`src/rtl/shift_normalizer.sv`:
```
// shift_normalizer: iterative 32-bit normalizer. It shifts the operand one bit
// per cycle until the selected normalization condition holds, then reports the
// normalized word and the number of shifts applied. Feeding result/shiftamt
// back through the combinational Shifter with the inverse op restores the operand.
module shift_normalizer (
    input  logic        clk,
    input  logic        reset,
    input  logic        start,
    input  logic [31:0] value_in,
    input  logic [1:0]  normop,
    output logic        busy,
    output logic        done,
    output logic [31:0] result,
    output logic [4:0]  shiftamt,
    output logic        zero,
    output logic        err
);

    localparam logic [1:0] ST_IDLE  = 2'd0;
    localparam logic [1:0] ST_SHIFT = 2'd1;
    localparam logic [1:0] ST_DONE  = 2'd2;

    localparam logic [1:0] OP_RIGHT  = 2'b00;
    localparam logic [1:0] OP_SIGNED = 2'b01;
    localparam logic [1:0] OP_LEFT   = 2'b10;
    localparam logic [1:0] OP_RSVD   = 2'b11;

    logic [1:0]  state_q, state_d;
    logic [31:0] work_q, work_d;
    logic [1:0]  op_q, op_d;
    logic [4:0]  amt_q, amt_d;
    logic        zero_q, zero_d;
    logic        err_q, err_d;
    logic        busy_q, busy_d;
    logic        done_q, done_d;

    logic [31:0] shifted_s;
    logic        term_s;

    // One-bit step and termination test for the latched operation.
    always_comb begin
        shifted_s = work_q;
        term_s    = 1'b1;
        case (op_q)
            OP_LEFT: begin
                shifted_s = {work_q[30:0], 1'b0};
                term_s    = work_q[31];
            end
            OP_RIGHT: begin
                shifted_s = {1'b0, work_q[31:1]};
                term_s    = work_q[0];
            end
            OP_SIGNED: begin
                // Left shift until the sign bit differs from the next bit;
                // all-ones is not a zero case and ends at 0x80000000.
                shifted_s = {work_q[30:0], 1'b0};
                term_s    = work_q[31] ^ work_q[30];
            end
            default: begin
                shifted_s = work_q;
                term_s    = 1'b1;
            end
        endcase
    end

    // Next-state and datapath update for the IDLE/SHIFT/DONE sequence.
    always_comb begin
        state_d = state_q;
        work_d  = work_q;
        op_d    = op_q;
        amt_d   = amt_q;
        zero_d  = zero_q;
        err_d   = err_q;
        case (state_q)
            ST_IDLE: begin
                if (start) begin
                    work_d  = value_in;
                    op_d    = normop;
                    amt_d   = 5'd0;
                    zero_d  = 1'b0;
                    err_d   = 1'b0;
                    state_d = ST_SHIFT;
                end else begin
                    state_d = ST_IDLE;
                end
            end
            ST_SHIFT: begin
                if (work_q == 32'd0) begin
                    // Nothing to normalize; a reserved op is still flagged.
                    zero_d  = 1'b1;
                    err_d   = (op_q == OP_RSVD);
                    amt_d   = 5'd0;
                    state_d = ST_DONE;
                end else if (op_q == OP_RSVD) begin
                    err_d   = 1'b1;
                    state_d = ST_DONE;
                end else if (term_s) begin
                    state_d = ST_DONE;
                end else begin
                    // A nonzero operand terminates within 31 shifts, so the
                    // 5-bit count never wraps.
                    work_d = shifted_s;
                    amt_d  = amt_q + 5'd1;
                end
            end
            ST_DONE: begin
                state_d = ST_IDLE;
            end
            default: begin
                state_d = ST_IDLE;
            end
        endcase
        busy_d = (state_d != ST_IDLE);
        done_d = (state_d == ST_DONE);
    end

    // State and output registers with synchronous reset; a reset mid-job
    // aborts it without producing done.
    always_ff @(posedge clk) begin
        if (reset) begin
            state_q <= ST_IDLE;
            work_q  <= 32'd0;
            op_q    <= 2'b00;
            amt_q   <= 5'd0;
            zero_q  <= 1'b0;
            err_q   <= 1'b0;
            busy_q  <= 1'b0;
            done_q  <= 1'b0;
        end else begin
            state_q <= state_d;
            work_q  <= work_d;
            op_q    <= op_d;
            amt_q   <= amt_d;
            zero_q  <= zero_d;
            err_q   <= err_d;
            busy_q  <= busy_d;
            done_q  <= done_d;
        end
    end

    assign busy     = busy_q;
    assign done     = done_q;
    assign result   = work_q;
    assign shiftamt = amt_q;
    assign zero     = zero_q;
    assign err      = err_q;

endmodule
```
`config.mk`:
```
export PLATFORM = sky130hd
export DESIGN_NAME = shift_normalizer
export DESIGN_NICKNAME = d
export VERILOG_FILES = /design/src/rtl/shift_normalizer.sv
export SDC_FILE = /design/constraint.sdc
export NUM_CORES = 1
export LEC_CHECK = 0
export CAP_MARGIN = 40
export CORE_MARGIN = 1
export CORE_UTILIZATION = 35
export CTS_BUF_LIST = sky130_fd_sc_hd__clkbuf_8
export DETAILED_ROUTE_END_ITERATION = 16
export GPL_ROUTABILITY_DRIVEN = 0
export GPL_TIMING_DRIVEN = 0
export PLACE_DENSITY = 0.65
export REMOVE_ABC_BUFFERS = 1
export SLEW_MARGIN = 25
export SYNTH_ARGS = -nofsm -noshare
export SYNTH_HDL_FRONTEND = slang
export SYNTH_SLANG_ARGS = --single-unit
```
`constraint.sdc`:
```
create_clock -name clk -period 3.7 [get_ports clk]
set_input_delay 0.555 -clock clk [delete_from_list [all_inputs] [get_ports clk]]
set_output_delay 0.555 -clock clk [all_outputs]
set_load 0.01 [all_outputs]
```
==> metrics.yaml, run 1 <==
outcome:
  status: "completed"
clock_tree:
  h-tree-depth: 2
  ctsResizeCount: 0
  cts_root_buffer: "clkbuf_8"
  cts_buffer_depth: 2
  clk_latency_ps: 290
  cts_hold_buf: 0
  cts_made_buffers: 5
  postCtsSetupRepairBufs: 0
  clock_sinks: 45
  clk_pin_slew_worst_paths_ps: 80
  cts_tree: "yes"
drt:
  drcViolationCount: 0
  dr.pass1.iters: 4
  drtIter0Drc: 192
  wl_per_cell_um: 14.6
  finalWirelength_um: 7320
  postRouteAntennaNets: 0
  vias: 2649
  vias_per_cell: 5.30
yosys:
  synth_cells: 344
  yosysMostFrequentCell: "o21ai_1"
  synth-edff-count: 0
  ys_seq_elements: 45
  ys_top_cells_by_count: "o21ai_1, dfxtp_1, nor2_1"
  synthArstFlopShare_pct: 0
  avgSynthCellArea_sq_um: 8.00
  yosys.area.top_type: "dfxtp_1"
  yosysTopAreaCellShare_pct: 32.7
  syn_area_sq_um: 2750
  synth_area_leaders: "dfxtp_1, mux2i_1, o21ai_1"
  ys.flop_type: "dfxtp_1"
  yosys_warnings: 0
  ys_seq_area_share_pct: 32.7
  synth_cell_types: 40
placed_design:
  place_ws_ps: 824
  dp_hpwl_um: 4800
  io_buffers: 77
  placed_cell_area_sq_um: 3550
pwr:
  power_density_nw_per_um2: 425
  leakagePower_nw: 1.19
  peakVddDrop_mv: 0.203
worst_setup_path:
  r2r_setup_slack_ps: 1020
  critPathRequiredTime_ps: 3850
  r2r_start: "result[30]"
  crit_fanout: 33
  startpoint: "result[30]"
  critPathCaptureType: "flop"
  reg2reg_depth: 7
  path_class: "reg -> reg"
  crit_arrival_ps: 2830
  cp-start-kind: "flop"
floorplan:
  rows: 31
  initial_core_util_pct: 37.2
  dieArea_sq_um: 8220
  die_h_um: 90.7
  core_sq_um: 7410
  die_w_um: 90.7
  ios: 78
sta:
  drv_slew: 0
  fin_crit_ps: 2680
  maxSlewHeadroom_pct: 54.2
  rsz0062_at_grt: "false"
  max_freq_ghz: 0.373
  setup_viol: 0
  tightest_slew_ps: 686
  fin_crit_sh_pct: 72.4
  hold_viol_final: 0
  fin_ws_ps: 1020
  clock_skew_ps: 5.88
finish:
  nFillCells: 715
  finish.instance_area_sq_um: 3660
  area_growth_pct: 32.8
  diodes: 0
  fin_nets: 444
  drive_above_1_share_pct: 5.24
worst_hold_path:
  hp-class: "reg -> reg"
  min-delay-start: "err"
  hold_path_depth: 2
global_route:
  overflow: 0
  grt_max_degree: 72
  grt_pass1_wl_um: 12200
  antenna_found_initial: 0
  grt_pass1_vias: 2459
  grt_usage_pct: 18.0
run:
  cap_viol_max_count: 0
[power by group]
group | leakage [nW] | internal [mW] | switching, mW
combinational | 0.762 | 0.287 | 0.288
clock | 0.0542 | 0.169 | 0.163
sequential | 0.371 | 0.551 | 0.0954
[area by class of cell]
cell class | count | area, sq um | share of cell area (%)
Timing Repair Buffer | 79 | 808 | 22.1
Multi-Input combinational cell | 263 | 1700 | 46.5
Clock inverter | 1 | 5.00 | 0.137
Clock buffer | 7 | 96.3 | 2.64
Sequential cell | 45 | 901 | 24.6
Tap cell | 99 | 124 | 3.39
Inverter | 6 | 22.5 | 0.616
[layout by cell type (no fill, tap or decap), types with 2 or more instances in the layout]
cell type and count:
clkdlybuf4s50_1 76, o21ai_1 50, dfxtp_1 45, nor2_1 35, a211oi_1 31, mux2i_1 30, nand2b_1 27, nand2_1 13
o21ai_0 12, clkbuf_8 7, inv_1 6, a21oi_1 6, nand4_1 6, ha_1 6, nor3_1 5, a31oi_1 5
nor4_1 4, nand3_1 4, or2b_1 3, nor4_2 2, or2_1 2, a21boi_0 2, a211o_1 2, buf_12 2
[stage by stage]
| step | hold WS (ps) | total power, mW | cells | TNS, ps | utilization, % |
|---|---|---|---|---|---|
| final | 480 | 1.55 | 500 | 0 | 49.3 |
| after global routing | 506 | 1.65 | 500 | 0 | 49.3 |
| after CTS | 482 | 1.57 | 500 | 0 | 49.3 |
| after detailed placement | 466 | 1.23 | 492 | 0 | 48.0 |
| after global placement | 469 | 1.22 | 490 | -19070 | 47.3 |
| after floorplan | 478 | 0.955 | 314 | 0 | - |
[cells by family after synthesis]
logic type | Yosys count | share of synthesized area, %
multiplexers | 31 | 11.3
adder cells (fa/ha/maj) | 7 | 3.18
AND/OR/NAND/NOR | 110 | 21.3
buffers and inverters | 36 | 5.95
AO/OA/AOI/OAI | 115 | 25.5
flip-flops | 45 | 32.7
[final timing paths]
kind	endpoint
worst max register to register	result[31]
worst max-delay path	result[31]
worst min register to register	err
worst min-delay path	err
[layer usage]
metal  share of wire (%)  routed length [um]  GRT usage (%)
met4                0.56                  41           4.17
met5                   0                   0              0
met2                  47                3420           29.2
met1                  49                3580           24.7
met3                 3.8                 281           2.86
[critical path, cell delays in order, from the launching register on]
cell      delay, ps
dfxtp_1         390
inv_1            90
ha_1            300
a22oi_1         190
and2_1          250
o2111a_2        680
or2_4           490
a311oi_1        140
[flip-flops by register name (all words and copies together), names as in the netlist]
name,count
shiftamt,5
err,1
result,32
op_q,2
zero,1
done,1
state_q,2
busy,1
No activity file was read; power rests on OpenSTA's default activity.
==> inputs of run 2 (changes only) <==
==> constraint.sdc (replaced) <==
create_clock -name clk -period 2.7 [get_ports clk]
set_input_delay 0.405 -clock clk [delete_from_list [all_inputs] [get_ports clk]]
set_output_delay 0.405 -clock clk [all_outputs]
set_load 0.01 [all_outputs]
==> run 2 against run 1 <==
  * Critical path depth did not move
  * Via count grew 1.2%
  * Non-clock buffer count is the same
  * Core utilization increased by 0.15 points
  * Sequential share of layout area is 0.076 points lower
  * Count of clock-buffer cells in the layout did not move
  * Sequential power up 37%
  * Flip-flop and latch count is the same
  * Total power increased by 38%
  * Register-to-register slack got worse by 820 ps
  * Worst hold slack got worse by 1.1 ps
==> metrics.yaml, run 2 (synthesized netlist as in run 1, its figures left out) <==
outcome:
  status: "completed"
finish:
  utilization_pct: 49.5
  largest_register_ffs: 32
  drive_above_1_share_pct: 5.22
  area_growth_pct: 33.2
  seq_area_sq_um: 901
  layout_common_cells: "clkdlybuf4s50_1, o21ai_1, dfxtp_1"
  multiInputGateArea_sq_um: 1710
  nFillCells: 713
  diodes: 0
  fin_nets: 445
  final_common_cell: "clkdlybuf4s50_1"
sta:
  clock_skew_ps: 5.56
  fin_crit_ps: 2500
  hold_viol_final: 0
  tightest_slew_ps: 708
  final.setup.tns_ps: 0
  drv_slew: 0
  rsz0062_at_grt: "false"
  whs_ps: 479
  fin_crit_sh_pct: 92.7
  maxSlewHeadroom_pct: 52.8
  setup_viol: 0
  max_freq_ghz: 0.400
worst_setup_path:
  path_class: "reg -> reg"
  critPathCaptureType: "flop"
  critPathRequiredTime_ps: 2850
  path_delay_family: "compound AO/OA/AOI/OAI gates"
  slowest_delay_ps: 510
  crit_fanout: 32
  path_cells: "inv_1 > ha_1 > a22oi_1 > and2_1 > o2111a_2 > or2_4 > a311oi_1"
  crit_arrival_ps: 2660
  crit_slowest_cell: "o2111a_2"
  cp.buffers_inverters: 1
  cp-start-kind: "flop"
global_route:
  antenna_found_initial: 0
  overflow: 0
  grt_pass1_wl_um: 12200
  gr-max-usage-layer: "met2"
  use_met3_pct: 2.86
  grt_pass1_vias: 2459
  use_met2_pct: 29.2
  met1_usage_pct: 24.7
  grt_usage_pct: 18.0
  grt_max_degree: 72
floorplan:
  core_sq_um: 7410
  die_w_um: 90.7
  rows: 31
  dieArea_sq_um: 8220
  die_h_um: 90.7
  initial_core_util_pct: 37.2
  ios: 78
clock_tree:
  cts_root_buffer: "clkbuf_8"
  cts_made_buffers: 5
  clk_pin_slew_worst_paths_ps: 80
  clk_latency_ps: 290
  cts_hold_buf: 0
  cts_buffer_depth: 2
  cts_tree: "yes"
  postCtsSetupRepairBufs: 0
  ctsResizeCount: 0
  h-tree-depth: 2
  clock_sinks: 45
drt:
  drcViolationCount: 0
  finalWirelength_um: 7520
  postRouteAntennaNets: 0
  vias: 2680
  wl_per_cell_um: 15.0
  vias_per_cell: 5.35
  dr.pass1.iters: 4
  drtIter0Drc: 231
pwr:
  power.total_mw: 2.14
  peakVddDrop_mv: 0.278
  power_density_nw_per_um2: 584
  leakagePower_nw: 1.19
placed_design:
  dp_hpwl_um: 4800
  io_buffers: 77
worst_hold_path:
  hp-class: "reg -> reg"
run:
  cap_viol_max_count: 0
## run 2: changes by cell type in the layout (fill, tap and decap cells not counted), sizes merged
cell	delta
o2111a	+1
## run 2: where the power goes
part | internal (mW) | switching (mW) | leakage [nW]
Sequential | 0.755 | 0.131 | 0.371
Clock | 0.232 | 0.224 | 0.0542
Combinational | 0.396 | 0.403 | 0.764
## run 2: layout make-up
cell class              instances  area share (%)
repair buffers                 79            22.0
flip-flops and latches         45            24.6
inverters                       6           0.614
clock inverters                 1           0.136
well taps                      99            3.38
clock buffers                   7            2.63
multi-input cells             264            46.6
## run 2: metal layers
| metal | up-vias | share of wire [%] |
|---|---|---|
| met5 | - | 0 |
| met4 | 0 | 0.53 |
| met3 | 2 | 4.2 |
| met2 | 76 | 46 |
| met1 | 1244 | 50 |
| li1 | 1358 | - |
## run 2: worst paths after layout
kind                                  from          to  slack (ps)  cells past startpoint
worst min register to register         err         err         480                      2
worst min-delay path                   err         err         480                      2
worst max register to register  result[30]  result[31]         200                      7
worst max-delay path            result[30]  result[31]         200                      7
## run 2: worst min-delay path, cell delays in order, from the launching register on
cell and delay, ps:
dfxtp_1 320, inv_1 40, o21ai_0 70
## run 2: metrics by stage
| step | cell area [sq um] | setup slack (ps) | cells |
|---|---|---|---|
| 6_report | 3670 | 197 | 501 |
| 5_1_grt | 3670 | 45.1 | 501 |
| 4_1_cts | 3660 | 39.0 | 500 |
| 3_5_place_dp | 3550 | -25.7 | 492 |
| 3_3_place_gp | 3510 | -2160 | 490 |
| 2_1_floorplan | 2610 | -973 | 314 |
